==> config.mk <==
export PLATFORM = sky130hd
export DESIGN_NAME = store_write_buffer
export DESIGN_NICKNAME = d
export VERILOG_FILES = /design/src/rtl/store_write_buffer.sv
export SDC_FILE = /design/constraint.sdc
export NUM_CORES = 1
export LEC_CHECK = 0
export CAP_MARGIN = 5
export CORE_AREA = 2 2 175 177
export CTS_BUF_LIST = sky130_fd_sc_hd__clkbuf_4
export DETAILED_ROUTE_END_ITERATION = 10
export DIE_AREA = 0 0 177 179
export PLACE_DENSITY = 0.94
export SYNTH_ARGS = -nofsm -noshare
export SYNTH_HDL_FRONTEND = slang
export SYNTH_SLANG_ARGS = --single-unit
==> constraint.sdc <==
create_clock -name clk -period 6 [get_ports clk]
set_clock_uncertainty 0.1 [all_clocks]
set_input_delay 1.8 -clock clk [delete_from_list [all_inputs] [get_ports clk]]
set_output_delay 1.8 -clock clk [all_outputs]
set_load 0.01 [all_outputs]
==> src/rtl/store_write_buffer.sv <==
// Store write buffer: queues CPU stores in a small FIFO and drains them to data
// memory over a we/ack handshake; flags loads that overlap any pending store.
module store_write_buffer #(
    parameter int AW    = 32,
    parameter int DEPTH = 4
) (
    input  logic                       clk,
    input  logic                       rst_n,
    input  logic                       st_valid,
    output logic                       st_ready,
    input  logic [AW-1:0]              st_addr,
    input  logic [31:0]                st_data,
    input  logic [3:0]                 st_be,
    output logic                       mem_we,
    output logic [AW-1:0]              mem_addr,
    output logic [31:0]                mem_wdata,
    output logic [3:0]                 mem_be,
    input  logic                       mem_ack,
    input  logic                       ld_valid,
    input  logic [AW-1:0]              ld_addr,
    output logic                       ld_hazard,
    output logic                       empty,
    output logic [$clog2(DEPTH):0]     count
);

    localparam int PW = $clog2(DEPTH);
    localparam int CW = PW + 1;
    localparam logic [CW-1:0] FULL_CNT = CW'(DEPTH);
    localparam logic [CW-1:0] ONE_CNT  = CW'(1);
    localparam logic [PW-1:0] ONE_PTR  = PW'(1);

    typedef enum logic [0:0] {
        IDLE  = 1'b0,
        WRITE = 1'b1
    } state_t;

    state_t          state_r;
    state_t          state_s;
    logic [PW-1:0]   wr_ptr_r;
    logic [PW-1:0]   rd_ptr_r;
    logic [CW-1:0]   count_r;
    logic [AW-1:0]   addr_q_r [DEPTH];
    logic [31:0]     data_q_r [DEPTH];
    logic [3:0]      be_q_r   [DEPTH];
    logic            mem_we_r;
    logic [AW-1:0]   mem_addr_r;
    logic [31:0]     mem_wdata_r;
    logic [3:0]      mem_be_r;

    logic            st_ready_s;
    logic            push_s;
    logic            pop_s;
    logic            load_s;
    logic            drop_we_s;
    logic [PW-1:0]   load_idx_s;
    logic            hit_s;

    // An all-zero byte enable completes the handshake without occupying a slot.
    assign st_ready_s = (count_r != FULL_CNT);
    assign push_s     = st_valid && st_ready_s && (st_be != 4'b0000);

    assign st_ready  = st_ready_s;
    assign empty     = (count_r == {CW{1'b0}});
    assign count     = count_r;
    assign mem_we    = mem_we_r;
    assign mem_addr  = mem_addr_r;
    assign mem_wdata = mem_wdata_r;
    assign mem_be    = mem_be_r;
    assign ld_hazard = hit_s;

    // FIFO storage and write pointer
    always_ff @(posedge clk or negedge rst_n) begin
        if (!rst_n) begin
            wr_ptr_r <= {PW{1'b0}};
            for (int i = 0; i < DEPTH; i++) begin
                addr_q_r[i] <= {AW{1'b0}};
                data_q_r[i] <= 32'h0000_0000;
                be_q_r[i]   <= 4'b0000;
            end
        end else if (push_s) begin
            addr_q_r[wr_ptr_r] <= st_addr;
            data_q_r[wr_ptr_r] <= st_data;
            be_q_r[wr_ptr_r]   <= st_be;
            wr_ptr_r           <= wr_ptr_r + ONE_PTR;
        end else begin
            wr_ptr_r <= wr_ptr_r;
        end
    end

    // Read pointer and occupancy; the in-flight entry stays counted until acked
    always_ff @(posedge clk or negedge rst_n) begin
        if (!rst_n) begin
            rd_ptr_r <= {PW{1'b0}};
            count_r  <= {CW{1'b0}};
        end else begin
            if (pop_s) begin
                rd_ptr_r <= rd_ptr_r + ONE_PTR;
            end else begin
                rd_ptr_r <= rd_ptr_r;
            end
            case ({push_s, pop_s})
                2'b10:   count_r <= count_r + ONE_CNT;
                2'b01:   count_r <= count_r - ONE_CNT;
                default: count_r <= count_r;
            endcase
        end
    end

    // Drain FSM state register
    always_ff @(posedge clk or negedge rst_n) begin
        if (!rst_n) begin
            state_r <= IDLE;
        end else begin
            state_r <= state_s;
        end
    end

    // Drain FSM next state; on ack with entries left, the next head loads on the same edge
    always_comb begin
        state_s    = state_r;
        load_s     = 1'b0;
        pop_s      = 1'b0;
        drop_we_s  = 1'b0;
        load_idx_s = rd_ptr_r;
        case (state_r)
            IDLE: begin
                if (count_r != {CW{1'b0}}) begin
                    load_s  = 1'b1;
                    state_s = WRITE;
                end else begin
                    state_s = IDLE;
                end
            end
            WRITE: begin
                if (mem_ack) begin
                    pop_s = 1'b1;
                    if (count_r > ONE_CNT) begin
                        load_s     = 1'b1;
                        load_idx_s = rd_ptr_r + ONE_PTR;
                        state_s    = WRITE;
                    end else begin
                        drop_we_s = 1'b1;
                        state_s   = IDLE;
                    end
                end else begin
                    state_s = WRITE;
                end
            end
            default: begin
                drop_we_s = 1'b1;
                state_s   = IDLE;
            end
        endcase
    end

    // Memory-side write registers, held stable while waiting for ack
    always_ff @(posedge clk or negedge rst_n) begin
        if (!rst_n) begin
            mem_we_r    <= 1'b0;
            mem_addr_r  <= {AW{1'b0}};
            mem_wdata_r <= 32'h0000_0000;
            mem_be_r    <= 4'b0000;
        end else if (load_s) begin
            mem_we_r    <= 1'b1;
            mem_addr_r  <= addr_q_r[load_idx_s];
            mem_wdata_r <= data_q_r[load_idx_s];
            mem_be_r    <= be_q_r[load_idx_s];
        end else if (drop_we_s) begin
            mem_we_r <= 1'b0;
        end else begin
            mem_we_r <= mem_we_r;
        end
    end

    // Word-granular load overlap check against every occupied slot
    always_comb begin
        hit_s = 1'b0;
        for (int i = 0; i < DEPTH; i++) begin
            hit_s = hit_s
                  | (({1'b0, PW'(i) - rd_ptr_r} < count_r)
                     && (addr_q_r[i][AW-1:2] == ld_addr[AW-1:2]));
        end
        hit_s = hit_s & ld_valid;
    end

endmodule

* After elaboration in Yosys (flattened, before gate mapping)
Index checks and enable logic that the tools add are counted.
Operators by class: equality and inequality tests 7, reductions and logical operators 12, $lt $le $gt $ge 8, $add $sub $neg 8, muxes and demuxes 33, bitwise logic cells 7
Operators with widths (count):
- 128-bit bitwise mux | 2
- 32-bit 2-to-1 mux | 5
- 32-bit binary-select mux with 2-bit select | 2
- 30-bit == test | 4
- 32-bit demux with 2-bit select | 1
- 16-bit bitwise mux | 1
- 2-bit by 3-bit less-than comparator with 1-bit output | 4
- 4-bit 2-to-1 mux | 3
- 1-bit 2-to-1 mux | 11
- 4-bit binary-select mux with 2-bit select | 1
- 4-bit demux with 2-bit select | 1
- 1-bit logical AND | 7
- 3-bit >= comparator, second input constant | 2
- 2-bit 2-to-1 mux | 3
- 2-bit NOT with 3-bit output | 2
- 3-bit case mux with 2 select lines | 1
- 2-bit by 1-bit adder with 2-bit output, second input constant | 2
- 1-bit case mux with 2 select lines | 2
- 2-bit nonzero test | 2
- 4-bit nonzero test | 1
- 1-bit by 2-bit subtractor with 2-bit output, first input constant | 2
- 2-bit subtractor, first input constant | 2
- 3-bit by 1-bit adder with 3-bit output, second input constant | 1
- 3-bit by 1-bit > comparator with 1-bit output, second input constant | 1
- 10 further kinds | 12
Word-level totals: bits in registers 349, word-level logic and storage cells 95, output and inout bits 75

* Longest topological paths before layout
depth in word-level cells 8, depth in mapped cells 10, gate-level depth less buffers 10

* Worst setup path after synthesis
No wires, ideal clock.
path type in2out, start point input port ld_addr[10], end point output port ld_hazard, path slack 1283 ps, data required time 4100 ps, cell stages on the path 5, arrival time 2817 ps, cells stage by stage xor2_1 nor4_1 nand4_1 a2111oi_0 or4_1
On the way: cells in the longest elaborated chain, start to end 6, elaborated cells on any way between the ends 12, those cells by class eq/ne (4); bitwise (4); reduce/logical (4)
RTL lines:
- from (decl) | RTL line 20 | input logic [AW-1:0] ld_addr,
- 30-bit == test | RTL line 181 | && (addr_q_r[i][AW-1:2] == ld_addr[AW-1:2]));
- 1-bit logical AND | RTL line 181
- 1-bit OR (2 in series) | RTL line 180 | | (({1'b0, PW'(i) - rd_ptr_r} < count_r)
- 1-bit OR (*) | RTL line 180
- 1-bit bitwise AND (*) | RTL line 183 | hit_s = hit_s & ld_valid;
- to (decl) | RTL line 21 | output logic ld_hazard,
Mark *: on every way between the ends. The rest lies on a longest branch, timed or not.

* Final worst setup path
start point input port ld_addr[29], end point output port ld_hazard
Same word-level chain as after synthesis.

==> results by group <==
Worst hold path
  • Hold endpoint: mem_wdata[1]$_DFFE_PN0P_
  • Hold path startpoint: mem_wdata[1]$_DFFE_PN0P_
  • Cell depth of the worst hold path: 2
  • Min-Delay Path Class: reg2reg

Clocking
  • Clock sink total: 349
  • CTS H-tree lvls: 3
  • CTS root buf: clkbuf_4
  • Cts hold-fix bufs: 0
  • CTS buffer count: 93
  • Longest Clk Path Bufs: 3
  • CTS tree: yes
  • Clk pin slew, worst setup/hold paths: 60 ps
  • Clk Latency, worst-skew pair: 770 ps

Routing
  • Drt via density: 6.28
  • Detailed Route Iter0 Violations: 1054
  • Initial DRT Pass Iterations: 5
  • Final antenna-violating net count: 0
  • Top Layer Used: met4
  • Metal-1 WL: 19600 microns
  • Number of vias in the routed layout: 13800
  • Drt drc: 0
  • WL per Instance: 23.1 microns
  • Detail Route met2 WL: 25000 microns
  • DRT Wirelength: 50600 microns
  • Metal3 WL: 3860 microns

Pwr
  • Power, Total: 0.0136 W
  • Max IR drop VDD: 0.435 mV
  • LEAKAGE: 9.93 nW
  • Power per cell area: 607 nW/um^2

Finish
  • Layout area overhead: 17.7%
  • Final instance area: 22400 sq um
  • Post-route insts no fill: 2191
  • Share of cells above drive strength 1: 31.1%
  • Total Nets Final: 1850
  • Fillcell total: 1854

Yosys
  • Synth area leader: dfrtp_1
  • Post-synth EDFFs: 0
  • Synthesized area: 19000 sq um
  • Cells after Synth: 1499
  • Syn_nets: 1617
  • Synth cell types: 41
  • #FFs+latches synth: 349
  • Synth top area share: 45.9%
  • Count leader, synth: dfrtp_1
  • Syn. warnings: 0
  • Async SR Flop Fraction: 100%
  • Most instantiated cells after synthesis: 349 x dfrtp_1, 268 x mux2_2, 202 x mux2i_1
  • Mean post-synth cell area: 12.7 sq um
  • Sequential area share after synthesis: 45.9%
  • Cells taking the most area after synthesis: dfrtp_1 46%, mux2_2 16%, mux2i_1 11%
  • Ys flop type: dfrtp_1

Job
  • Max-cap violations: 0

Global route
  • Global route overflow: 0
  • Pin count of the biggest net entering global routing: 119
  • First-pass GRT wire length: 78400 microns
  • Initial antenna violation count: 7
  • GR Util All Layers: 32.4%
  • Number of global-route vias before repair: 14600

Timing
  • Final Hold Viols: 0
  • Slew @ Worst Pin: 1210 ps
  • Pins Over Slew Limit: 0
  • Tmin final: 5970 ps
  • Setup violations, final: 0
  • Final worst slack: 33.3 ps
  • Slew HR: 19.0%
  • Fin crit share: 99.4%
  • Fmax: 0.168 GHz
  • RSZ-0062 raised after global routing: no

Setup path
  • Crit-path max FO: 4
  • FF-to-FF path depth: 6
  • Crit path max-delay cell type: clkdlybuf4s50_1
  • Worst Setup Start Kind: input port
  • Max stage delay on crit path: 580 ps
  • CP arrival: 4070 ps
  • R2R setup slack: 2290 ps
  • CP Capture Type: output pin
  • CP Class: in2out
  • Critical Path RT: 4100 ps
  • Family with the most delay on the worst path: buffers and inverters
  • CP Cell Sequence: clkdlybuf4s50_1 > buf_4 > xor2_1 > nor4_2 > nand3_1 > a2111oi_1 > or4_1 > dlygate4sd2_1
  • CP bufs+invs: 3
  • Reg2reg start: rd_ptr_r[0]$_DFFE_PN0P_
  • R2r endpoint: mem_addr[11]$_DFFE_PN0P_

Place
  • Post-DP Area: 21200 sq um
  • Pre-CTS WS: -328 ps
  • GP Congestion: 0.931
  • Hpwl dp: 31100 microns
  • Placed cell count: 2033
  • Port-buffer cells: 177

Die
  • Initial Util: 63.3%
  • Die area: 31700 sq um
  • FP Rows: 64
  • Die Y: 179 microns
  • Core area: 30000 sq um
  • Die width: 177 microns
  • Ports: 180

Outcome
  • Outcome: finished, final reports clean
metal layers:
layer,global-route usage [%],vias to the layer above
met2,53.9,620
met3,7.93,142
li1,-,5970
met1,39.5,7028
met5,0,-
met4,16.3,0
worst max-delay path by stage:
stage	startpoint	to	cells after the start
after detailed placement	ld_addr[29]	ld_hazard	8
after global routing	ld_addr[14]	ld_hazard	7
after global placement	ld_addr[26]	ld_hazard	8
after CTS	ld_addr[30]	ld_hazard	8
after floorplan	ld_addr[10]	ld_hazard	5
final	ld_addr[29]	ld_hazard	8
what timing repair did:
item                                    4_1_cts  5_1_grt
resized for setup                            18        2
pin swaps                                     9        0
buffers inserted                              0        0
endpoints found under the setup margin        1        1
layout by cell type, fill, tap and decap left out, types with 2 or more instances in the layout:
| master | instances |
|---|---|
| inv_1 | 9 |
| nor4_1 | 18 |
| a21oi_1 | 8 |
| nand4_1 | 9 |
| nor3_1 | 7 |
| a2111oi_1 | 2 |
| xor2_1 | 110 |
| xnor2_1 | 16 |
| buf_12 | 6 |
| or3_1 | 3 |
| clkdlybuf4s50_1 | 168 |
| diode_2 | 9 |
| buf_4 | 51 |
| o21ai_1 | 66 |
| mux2_1 | 4 |
| dlygate4sd2_1 | 8 |
| nor4_2 | 7 |
| nand2_1 | 78 |
| mux2i_1 | 202 |
| clkinv_1 | 11 |
| a31oi_1 | 2 |
| ha_1 | 13 |
| dfrtp_1 | 348 |
| mux2_2 | 268 |
| nor2_1 | 69 |
| nor2_4 | 2 |
| bufinv_16 | 2 |
| inv_2 | 3 |
| xor2_2 | 2 |
| nand3_1 | 4 |
| o21ai_0 | 68 |
| mux4_2 | 66 |
| clkbuf_4 | 135 |
| nand2_4 | 4 |
| o21ai_4 | 2 |
metrics by stage:
step | util (%) | TNS [ps] | hold WS, ps
after floorplan | - | 0 | 386
after global placement | 70.6 | -220 | 370
after detailed placement | 70.6 | -328 | 375
after CTS | 74.5 | 0 | 393
after global routing | 74.5 | 0 | 421
final | 74.6 | 0 | 387
area by class of cell:
type	count	area, sq um	area share, %
clock inverter	14	109	0.486
timing repair buffer	234	2270	10.1
multi-input combinational	1042	9700	43.3
clock buffer	135	1010	4.53
sequential	349	8740	39.0
inverter	12	45.0	0.201
tap	396	495	2.21
antenna	9	22.5	0.101
report_power, final:
part	leakage [nW]	total [W]	switching [W]	internal, W
Sequential	4.18	0.00477	0.00119	0.00359
Clock	0.667	0.00208	0.000978	0.00110
Combinational	5.08	0.00673	0.00316	0.00357
Total	9.93	0.0136	0.00533	0.00826
registers in the layout, indices dropped and copies added (netlist names):
name       cells
count          3
data_q_r     128
mem_wdata     32
wr_ptr_r       2
be_q_r        16
mem_addr      32
mem_be         4
addr_q_r     128
rd_ptr_r       2
mem_we         1
state_r        1
tightest hold or removal path, delay by kind of cell, from the launching register on:
kind / cells / cell delay [ps]
flops: 1 / 340
simple gates: 1 / 50
compound gates: 1 / 60
cells by family after synthesis:
family	count (synthesis)	synth area share (%)
multiplexers	540	34.5
flip-flops	349	45.9
AND/OR/NAND/NOR	205	4.87
AO/OA/AOI/OAI	156	4.34
XOR/XNOR	128	5.89
buffers and inverters	108	3.58
adder cells (fa/ha/maj)	13	0.855
No activity file was read; power rests on OpenSTA's default activity.
